--- src/rtl/mdu_controller_if.sv ---
// Request/response bundle between the EX stage and the multi-cycle M-extension unit.
interface mdu_controller_if #(
    parameter int DATA_WIDTH = 32
);
    logic                  START;
    logic [2:0]            FUNCT3;
    logic [DATA_WIDTH-1:0] DATA1;
    logic [DATA_WIDTH-1:0] DATA2;
    logic                  KILL;
    logic                  BUSY;
    logic                  STALL;
    logic                  DONE;
    logic [DATA_WIDTH-1:0] RESULT;

    modport master (
        output START, FUNCT3, DATA1, DATA2, KILL,
        input  BUSY, STALL, DONE, RESULT
    );

    modport slave (
        input  START, FUNCT3, DATA1, DATA2, KILL,
        output BUSY, STALL, DONE, RESULT
    );
endinterface

--- src/rtl/mdu_controller.sv ---
// RV32 M-extension sequencer: shift-add multiply / restoring divide on a shared
// 2*DATA_WIDTH accumulator, with sign correction and divide special-case bypass.
//   state  | meaning
//   IDLE   | waiting for START
//   CALC   | one multiply/divide iteration per cycle
//   FIX    | sign correction and result select
//   DONE   | one-cycle DONE pulse, may accept a new START
module mdu_controller #(
    parameter int DATA_WIDTH = 32
) (
    input logic             CLK,
    input logic             RESET,
    mdu_controller_if.slave bus
);
    localparam int W  = DATA_WIDTH;
    localparam int CW = $clog2(W);
    localparam logic [CW-1:0] LAST    = CW'(W - 1);
    localparam logic [W-1:0]  MIN_NEG = {1'b1, {(W-1){1'b0}}};

    typedef enum logic [1:0] {
        S_IDLE = 2'd0,
        S_CALC = 2'd1,
        S_FIX  = 2'd2,
        S_DONE = 2'd3
    } state_t;

    state_t          state_q, state_d;
    logic [CW-1:0]   count_q, count_d;
    logic [2:0]      op_q, op_d;
    logic [W-1:0]    opnd_q, opnd_d;
    logic [2*W-1:0]  acc_q, acc_d;
    logic            neg_q, neg_d;
    logic            rneg_q, rneg_d;
    logic [W-1:0]    result_q, result_d;

    logic            accept;
    logic            is_div;
    logic            sgn1, sgn2, s1, s2;
    logic [W-1:0]    mag1, mag2;
    logic            div_zero, ovf, special;
    logic [W-1:0]    special_res;

    logic [W:0]      mul_sum;
    logic [W:0]      div_rs;
    logic            div_ge;
    logic [W-1:0]    div_diff;
    logic [2*W-1:0]  prod_fix;
    logic [W-1:0]    quo_fix, rem_fix, fix_res;

    logic            busy, done, stall;

    // Operand preparation and special-case detection on the request inputs
    always_comb begin
        is_div = bus.FUNCT3[2];
        sgn1   = 1'b0;
        sgn2   = 1'b0;
        case (bus.FUNCT3)
            3'b000, 3'b001, 3'b100, 3'b110: begin
                sgn1 = 1'b1;
                sgn2 = 1'b1;
            end
            3'b010:  sgn1 = 1'b1;
            default: ;
        endcase
        s1       = sgn1 & bus.DATA1[W-1];
        s2       = sgn2 & bus.DATA2[W-1];
        mag1     = s1 ? (~bus.DATA1 + 1'b1) : bus.DATA1;
        mag2     = s2 ? (~bus.DATA2 + 1'b1) : bus.DATA2;
        div_zero = is_div && (bus.DATA2 == '0);
        ovf      = is_div && !bus.FUNCT3[0] && (bus.DATA1 == MIN_NEG) && (bus.DATA2 == '1);
        special  = div_zero || ovf;
        if (div_zero) begin
            special_res = bus.FUNCT3[1] ? bus.DATA1 : '1;
        end else begin
            special_res = bus.FUNCT3[1] ? '0 : MIN_NEG;
        end
        accept = bus.START && !bus.KILL && ((state_q == S_IDLE) || (state_q == S_DONE));
    end

    always_ff @(posedge CLK or posedge RESET) begin
        if (RESET) begin
            state_q  <= S_IDLE;
            count_q  <= '0;
            op_q     <= '0;
            opnd_q   <= '0;
            acc_q    <= '0;
            neg_q    <= 1'b0;
            rneg_q   <= 1'b0;
            result_q <= '0;
        end else begin
            state_q  <= state_d;
            count_q  <= count_d;
            op_q     <= op_d;
            opnd_q   <= opnd_d;
            acc_q    <= acc_d;
            neg_q    <= neg_d;
            rneg_q   <= rneg_d;
            result_q <= result_d;
        end
    end

    always_comb begin
        state_d = state_q;
        case (state_q)
            S_IDLE, S_DONE: begin
                if (accept) begin
                    state_d = special ? S_DONE : S_CALC;
                end else begin
                    state_d = S_IDLE;
                end
            end
            S_CALC: begin
                if (bus.KILL) begin
                    state_d = S_IDLE;
                end else if (count_q == LAST) begin
                    state_d = S_FIX;
                end
            end
            S_FIX: begin
                state_d = bus.KILL ? S_IDLE : S_DONE;
            end
            default: state_d = S_IDLE;
        endcase
    end

    // Datapath: one accumulator holds {hi, multiplier} or {remainder, quotient}
    always_comb begin
        mul_sum  = {1'b0, acc_q[2*W-1:W]} + {1'b0, opnd_q};
        div_rs   = {acc_q[2*W-1:W], acc_q[W-1]};
        div_ge   = div_rs >= {1'b0, opnd_q};
        div_diff = div_rs[W-1:0] - opnd_q;

        prod_fix = neg_q ? (~acc_q + 1'b1) : acc_q;
        quo_fix  = neg_q ? (~acc_q[W-1:0] + 1'b1) : acc_q[W-1:0];
        rem_fix  = rneg_q ? (~acc_q[2*W-1:W] + 1'b1) : acc_q[2*W-1:W];
        case (op_q)
            3'b000:                 fix_res = prod_fix[W-1:0];
            3'b001, 3'b010, 3'b011: fix_res = prod_fix[2*W-1:W];
            3'b100, 3'b101:         fix_res = quo_fix;
            default:                fix_res = rem_fix;
        endcase

        count_d  = count_q;
        op_d     = op_q;
        opnd_d   = opnd_q;
        acc_d    = acc_q;
        neg_d    = neg_q;
        rneg_d   = rneg_q;
        result_d = result_q;

        if (accept) begin
            count_d = '0;
            op_d    = bus.FUNCT3;
            opnd_d  = is_div ? mag2 : mag1;
            acc_d   = {{W{1'b0}}, (is_div ? mag1 : mag2)};
            neg_d   = s1 ^ s2;
            rneg_d  = s1;
            if (special) begin
                result_d = special_res;
            end
        end else if (state_q == S_CALC) begin
            count_d = count_q + 1'b1;
            if (op_q[2]) begin
                if (div_ge) begin
                    acc_d = {div_diff, acc_q[W-2:0], 1'b1};
                end else begin
                    acc_d = {div_rs[W-1:0], acc_q[W-2:0], 1'b0};
                end
            end else if (acc_q[0]) begin
                acc_d = {mul_sum, acc_q[W-1:1]};
            end else begin
                acc_d = {1'b0, acc_q[2*W-1:1]};
            end
        end else if ((state_q == S_FIX) && !bus.KILL) begin
            result_d = fix_res;
        end
    end

    always_comb begin
        busy  = (state_q == S_CALC) || (state_q == S_FIX);
        done  = (state_q == S_DONE);
        stall = busy || accept;
    end

    assign bus.BUSY   = busy;
    assign bus.DONE   = done;
    assign bus.STALL  = stall;
    assign bus.RESULT = result_q;
endmodule

--- src/flat_wrapper.sv ---
// flat-port wrapper written by rule: the top's interface ports become plain ports
module mdu_controller_flat 
#(
    parameter int DATA_WIDTH = 32
)
  (CLK, RESET, bus_START, bus_FUNCT3, bus_DATA1, bus_DATA2, bus_KILL, bus_BUSY, bus_STALL, bus_DONE, bus_RESULT);
  mdu_controller_if #(.DATA_WIDTH(DATA_WIDTH)) bus_i ();
  input logic CLK;
  input logic RESET;
  input wire logic [$bits(bus_i.START)-1:0] bus_START;
  input wire logic [$bits(bus_i.FUNCT3)-1:0] bus_FUNCT3;
  input wire logic [$bits(bus_i.DATA1)-1:0] bus_DATA1;
  input wire logic [$bits(bus_i.DATA2)-1:0] bus_DATA2;
  input wire logic [$bits(bus_i.KILL)-1:0] bus_KILL;
  output wire logic [$bits(bus_i.BUSY)-1:0] bus_BUSY;
  output wire logic [$bits(bus_i.STALL)-1:0] bus_STALL;
  output wire logic [$bits(bus_i.DONE)-1:0] bus_DONE;
  output wire logic [$bits(bus_i.RESULT)-1:0] bus_RESULT;
  assign bus_i.START = bus_START;
  assign bus_i.FUNCT3 = bus_FUNCT3;
  assign bus_i.DATA1 = bus_DATA1;
  assign bus_i.DATA2 = bus_DATA2;
  assign bus_i.KILL = bus_KILL;
  assign bus_BUSY = bus_i.BUSY;
  assign bus_STALL = bus_i.STALL;
  assign bus_DONE = bus_i.DONE;
  assign bus_RESULT = bus_i.RESULT;
  mdu_controller #(.DATA_WIDTH(DATA_WIDTH)) u_core (.CLK(CLK), .RESET(RESET), .bus(bus_i));
endmodule
--- config.mk ---
export PLATFORM = sky130hd
export DESIGN_NAME = mdu_controller_flat
export DESIGN_NICKNAME = d
export VERILOG_FILES = /design/src/rtl/mdu_controller_if.sv /design/src/rtl/mdu_controller.sv /design/src/flat_wrapper.sv
export SDC_FILE = /design/constraint.sdc
export NUM_CORES = 1
export LEC_CHECK = 0
export BUFFER_PORTS_ARGS = -buffer_cell sky130_fd_sc_hd__clkbuf_2
export CAP_MARGIN = 0
export CORE_UTILIZATION = 59
export CTS_CLUSTER_DIAMETER = 30
export CTS_CLUSTER_SIZE = 24
export DETAILED_ROUTE_END_ITERATION = 16
export PLACE_DENSITY = 0.84
export SYNTH_ARGS = -nofsm -noshare
export SYNTH_HDL_FRONTEND = slang
export SYNTH_SLANG_ARGS = --single-unit
--- constraint.sdc ---
create_clock -name CLK -period 8.3 [get_ports CLK]
set_clock_uncertainty 0.2 [all_clocks]
set_input_delay 0.415 -clock CLK [delete_from_list [all_inputs] [get_ports CLK]]
set_output_delay 0.415 -clock CLK [all_outputs]
set_load 0.05 [all_outputs]
Word level (Yosys, flattened, before mapping)
Cells that the tools add are included.
- add/subtract/negate cells: 8
- order comparisons: 1
- eq/ne operators: 18
- mux-type cells: 30
- bitwise operators: 8
- reductions and logical operators: 25
- operator list (operator ; count):
    two-way mux 32 bit ; 13
    two-way mux 64 bit ; 6
    adder 32 x 1 -> 32 bit (second input constant) ; 4
    inverter 32 bit ; 4
    one-hot mux 32 bit (3 select lines) ; 1
    adder 64 x 1 -> 64 bit (second input constant) ; 1
    equality test 32 bit (second input constant) ; 2
    inverter 64 bit ; 1
    adder 32 x 32 -> 33 bit ; 1
    greater-or-equal comparator 33 x 32 -> 1 bit ; 1
    zero test 32 bit ; 1
    subtractor 32 bit ; 1
    equality test 3 bit (second input constant) ; 4
    two-way mux 2 bit ; 5
    two-way mux 5 bit ; 2
    equality test 3 x 2 -> 1 bit (second input constant) ; 3
    logical AND 1 bit ; 7
    equality test 3 x 1 -> 1 bit (second input constant) ; 2
    zero test 3 bit ; 2
    one-hot mux 2 bit (3 select lines) ; 1
    adder 5 x 1 -> 5 bit (second input constant) ; 1
    equality test 5 bit (second input constant) ; 1
    OR reduction 5 bit ; 1
    equality test 2 bit (second input constant) ; 2
    other kinds (15) ; 23
- register bits after elaboration: 140
- output and inout port bits: 35
- logic and storage cells: 98

Logic depth before layout (Yosys ltp)
- depth in word-level cells: 8
- depth in mapped cells: 15
- gate-level depth less buffers: 14

Worst setup path after synthesis
OpenSTA, ideal clock, no wires.
- path type: reg-to-reg
- from: register u_core.acc_q[33]
- to: register u_core.acc_q[59]
- library setup time: 130 ps
- arrival time: 3059 ps
- data required time: 7970 ps
- path slack: 4910 ps
- stages on the path, launching flop included: 14
- buffers on the path: 1
- cells stage by stage: dfrtp_1 > clkbuf_1 > inv_1 > fa_1 > nand2b_1 > a21oi_1 > o21ai_0 > o311ai_1 > a21oi_1 > o21ai_0 > a41oi_1 > xnor2_1 > a22oi_1 > o21ai_0
- cells in the longest elaborated chain, start to end: 5
- RTL lines (element ; RTL line ; source):
    from (decl) ; mdu_controller.sv:31 ; logic [2*W-1:0] acc_q, acc_d;
    from (signal assigned) ; mdu_controller.sv:86 ; acc_q <= '0;
    from (signal assigned) ; mdu_controller.sv:95 ; acc_q <= acc_d;
    adder 32 x 32 -> 33 bit (tied with other cells) ; mdu_controller.sv:128 ; mul_sum = {1'b0, acc_q[2*W-1:W]} + {1'b0, opnd_q};
    two-way mux 64 bit, on equally long branches ; mdu_controller.sv:169, mdu_controller.sv:164 ;
    two-way mux 64 bit * ; mdu_controller.sv:163 ; if (op_q[2]) begin
    two-way mux 64 bit * ; mdu_controller.sv:161 ; end else if (state_q == S_CALC) begin
    two-way mux 64 bit * ; mdu_controller.sv:151 ; if (accept) begin
Every way passes the cells marked *; elsewhere a longest branch is shown, timed or not. The select of a mux whose other input is x is not followed.
A chain may end at the register's enable or synchronous reset.

Worst setup path in the final report
- from: register u_core.acc_q[0]
- to: register u_core.result_q[12] (netlist: u_core.bus.RESULT[12])
- cells in the longest elaborated chain, start to end: 7
- RTL lines (element ; RTL line ; source):
    inverter 64 bit / inverter 32 bit (equally long branches) ; mdu_controller.sv:133, mdu_controller.sv:134 ;
    adder 64 x 1 -> 64 bit / adder 32 x 1 -> 32 bit (equally long branches) ; mdu_controller.sv:133, mdu_controller.sv:134 ;
    two-way mux 64 bit / two-way mux 32 bit (equally long branches) ; mdu_controller.sv:133, mdu_controller.sv:134 ;
    one-hot mux 32 bit (3 select lines) * ; mdu_controller.sv:136 ; case (op_q)
    two-way mux 32 bit * ; mdu_controller.sv:174 ; end else if ((state_q == S_FIX) && !bus.KILL) begin
    two-way mux 32 bit * ; mdu_controller.sv:161 ;
    two-way mux 32 bit * ; mdu_controller.sv:151 ;
    to (signal assigned) ; mdu_controller.sv:98 ; result_q <= result_d;
    to (decl) ; mdu_controller.sv:34 ; logic [W-1:0] result_q, result_d;
Marked as above.

==> flow_metrics.py <==
metrics = {
    "clock_tree": {
        "ctsRootBufferMaster": "sky130_fd_sc_hd__clkbuf_16",
        "worst_skew_pair.late_latency_ps": 450,
        "clkSinkCount": 140,
        "cts-resized-gates": 0,
        "ctsHoldBuffers": 1,
        "cts-buffers-inserted": 17,
        "clock_path_buffers": 2,
        "post_cts_setup_buffer_count": 0,
        "htree_levels": 4,
        "cts.reportedPaths.clkPinSlew_ps": 70,
        "tritoncts": "yes",
    },
    "sta": {
        "max-slew-margin-rel_pct": 22.7,
        "rsz_0062_raised_after_global_routing": "false",
        "worst_slew_pin_slew_ps": 1150,
        "clock.fmax_mhz": 213,
        "finalHoldViolations": 0,
        "final-max-slew-violation-count": 0,
        "min_period_ps": 4690,
        "fin_crit_sh_pct": 56.5,
        "finalSetupViolations": 0,
        "setup_tns_ps": 0,
    },
    "grt": {
        "grt_first_pass_wirelength_mm": 88.8,
        "grt_start_max_net_pins": 131,
        "number_of_antenna_violations_at_the_first_check_in_global_routing": 2,
        "grt.total_usage_pct": 44.0,
        "globalRoute.totalOverflow": 0,
        "grt_pass1_vias": 15200,
    },
    "cells_and_area": {
        "nFillCells": 2304,
        "final_core_util_pct": 64.6,
        "layout-drive-gt1-share_pct": 9.64,
        "finish.net_count": 2199,
        "area.sequential_um2": 3510,
        "multi_input_comb_area_um2": 10800,
        "stdcell_area_um2": 16300,
        "syn_to_final_growth_pct": 7.33,
    },
    "yosys": {
        "dominant_cell_by_count_in_the_synthesized_netlist": "sky130_fd_sc_hd__nand2_1",
        "synth.net_count": 2210,
        "synth.area.top_cells": "sky130_fd_sc_hd__dfrtp_1, sky130_fd_sc_hd__a21oi_1, sky130_fd_sc_hd__o21ai_0",
        "ys_ff_latch": 140,
        "portion_of_the_post_synthesis_area_used_by_sequential_elements_pct": 23.0,
        "postSynthCellCount": 2063,
        "cell_variety_after_synth": 83,
        "netlist.top_cell.by_area": "sky130_fd_sc_hd__dfrtp_1",
        "post-synth-top-area-fraction_pct": 23.0,
        "synth_enable_flop_cells": 0,
        "synth-main-ff-cell": "sky130_fd_sc_hd__dfrtp_1",
        "commonest_cells_in_the_netlist": "sky130_fd_sc_hd__nand2_1, sky130_fd_sc_hd__a21oi_1, sky130_fd_sc_hd__o21ai_0",
        "ys_warn_count": 0,
        "post_synth.cell_area_avg_um2": 7.37,
        "synth_async_sr_flop_share_pct": 100,
        "netlist_area_pre_place_um2": 15200,
    },
    "route": {
        "post_detailed_route_via_to_cell_ratio": 6.93,
        "post-route-drc-count": 0,
        "dr_total_vias": 16600,
        "drt.antenna.violating_nets": 0,
        "routed_wire_length_per_instance_um": 24.2,
        "drtIter0Drc": 2291,
        "drtPass1Iterations": 8,
        "drt-total-wl_mm": 58.0,
    },
    "critical_path": {
        "worstPathRequired_ps": 8390,
        "max_stage_delay_ps": 630,
        "largest_driver_fanout_on_the_critical_path": 42,
        "critPathTopFamily": "simple AND/OR/NAND/NOR gates",
        "timing.critical_path.buf_inv": 2,
        "worstSetupStartpoint": "u_core.acc_q[0]",
        "worst_r2r_startpoint": "u_core.acc_q[0]",
        "crit_path_start_kind": "flip-flop",
        "critical_setup_path_class": "reg -> reg",
        "crit_slowest_cell": "sky130_fd_sc_hd__inv_1",
        "critical_path.endpoint_type": "flip-flop",
        "crit_chain": "buf_4 > inv_1 > ha_1 > or4b_1 > nor4_4 > nand3_2 > or2_1 > o41ai_2 > xnor2_1 > a21oi_1 > nor2_1 > a21oi_2 > o21ai_1",
        "critical_path_arrival_ps": 4770,
    },
    "hold_path": {
        "hp-start": "bus_KILL",
        "worstHoldPathType": "in -> reg",
    },
    "floorplan": {
        "std_cell_rows": 58,
        "start_util_pct": 60.2,
        "fp.dieW_um": 163,
        "fp.dieH_um": 163,
        "die_area_um2": 26400,
        "i_o_pin_count": 106,
        "core_um2": 25300,
    },
    "place": {
        "port_buffers": 105,
        "hpwl_mm": 43.5,
        "gp_routability_congestion": 1.05,
        "detailed_place.area_um2": 15700,
    },
    "power": {
        "share_comb_of_total_power_pct": 67.8,
        "leakagePower_nw": 6.91,
        "vdd_ir_drop_max_uv": 297,
        "power.density_cell_area_nw_per_um2": 459,
        "switchingPower_mw": 4.23,
        "clock_power_share_pct": 11.3,
        "total_power_mw": 7.49,
        "sequentialPowerShare_pct": 20.9,
        "swShare_pct": 56.5,
        "cell_internal_pwr_mw": 3.26,
    },
    "run": {
        "drv_cap": 0,
    },
    "outcome": {
        "status": "finished clean",
    },
}
-- layer usage --
layer | GRT usage [%] | part of all wire [%]
met5 | 0 | 0.040
met4 | 25.4 | 6.5
met3 | 13.1 | 12
met2 | 66.5 | 43
met1 | 55.6 | 38
-- cell families after synthesis --
kind of cell,after synthesis,synth area share [%]
compound gates,737,30.3
xor+xnor,168,9.67
fa+ha+maj,76,6.35
buf+inv,225,5.86
flops,140,23.0
mux,62,4.12
simple gates,655,20.7
-- flip-flops by register name (all words and copies together), names as in the netlist --
register and cells:
u_core.acc_q 64, u_core.bus.RESULT 32, u_core.count_q 5, u_core.neg_q 1
u_core.op_q 3, u_core.opnd_q 32, u_core.rneg_q 1, u_core.state_q 2
-- final cells by class --
| cell class | count | share of cell area [%] |
|---|---|---|
| sequential | 140 | 21.5 |
| clock inverter | 15 | 1.23 |
| tap | 330 | 2.53 |
| inverter | 69 | 1.62 |
| timing repair buffer | 126 | 4.22 |
| multi-input combinational | 1698 | 66.3 |
| clock buffer | 17 | 2.61 |
| antenna | 1 | 0.0153 |
-- through the flow --
stage,std cells,hold WS (ps),setup slack [ps]
final,2396,25.6,3610
after global routing,2395,38.4,3510
after CTS,2395,19.8,3760
after detailed placement,2362,259,3770
after global placement,2362,255,3790
after floorplan,2063,275,3930
-- layout by cell type (no fill, tap or decap), drive strengths merged, types with 15 or more instances in the layout --
cell	instances
nand2b	21
o31ai	27
nand2	241
a31oi	18
a21oi	210
inv	78
xnor2	93
ha	74
mux2i	57
nand3	42
o21ai	210
nor2b	19
nor3	39
o221ai	23
nand4	35
buf	21
nor4	15
dfrtp	140
a21o	37
clkbuf	121
o211ai	72
a211oi	32
nor2	161
xor2	75
-- path summary, 6_finish.rpt --
check / to / slack, ps / cells past startpoint
max in group asynchronous: u_core.op_q[2] / 5940 / 4
worst max-delay path: u_core.bus.RESULT[12] / 3610 / 13
worst min register to register: u_core.bus.RESULT[7] / 280 / 2
worst min-delay path: u_core.state_q[0] / 30 / 2
min in group asynchronous: u_core.opnd_q[12] / 410 / 3
worst max register to register: u_core.bus.RESULT[12] / 3610 / 13
-- power groups by stage --
stage | Clock (mW) | Sequential, mW | Combinational [mW]
finish | 0.847 | 1.57 | 5.07
global route | 0.875 | 1.58 | 5.44
CTS | 0.848 | 1.53 | 4.91
detailed placement | 0 | 1.53 | 4.86
global placement | 0 | 1.52 | 4.79
floorplan | 0 | 1.45 | 3.58
(Power assumes the default switching activity.)
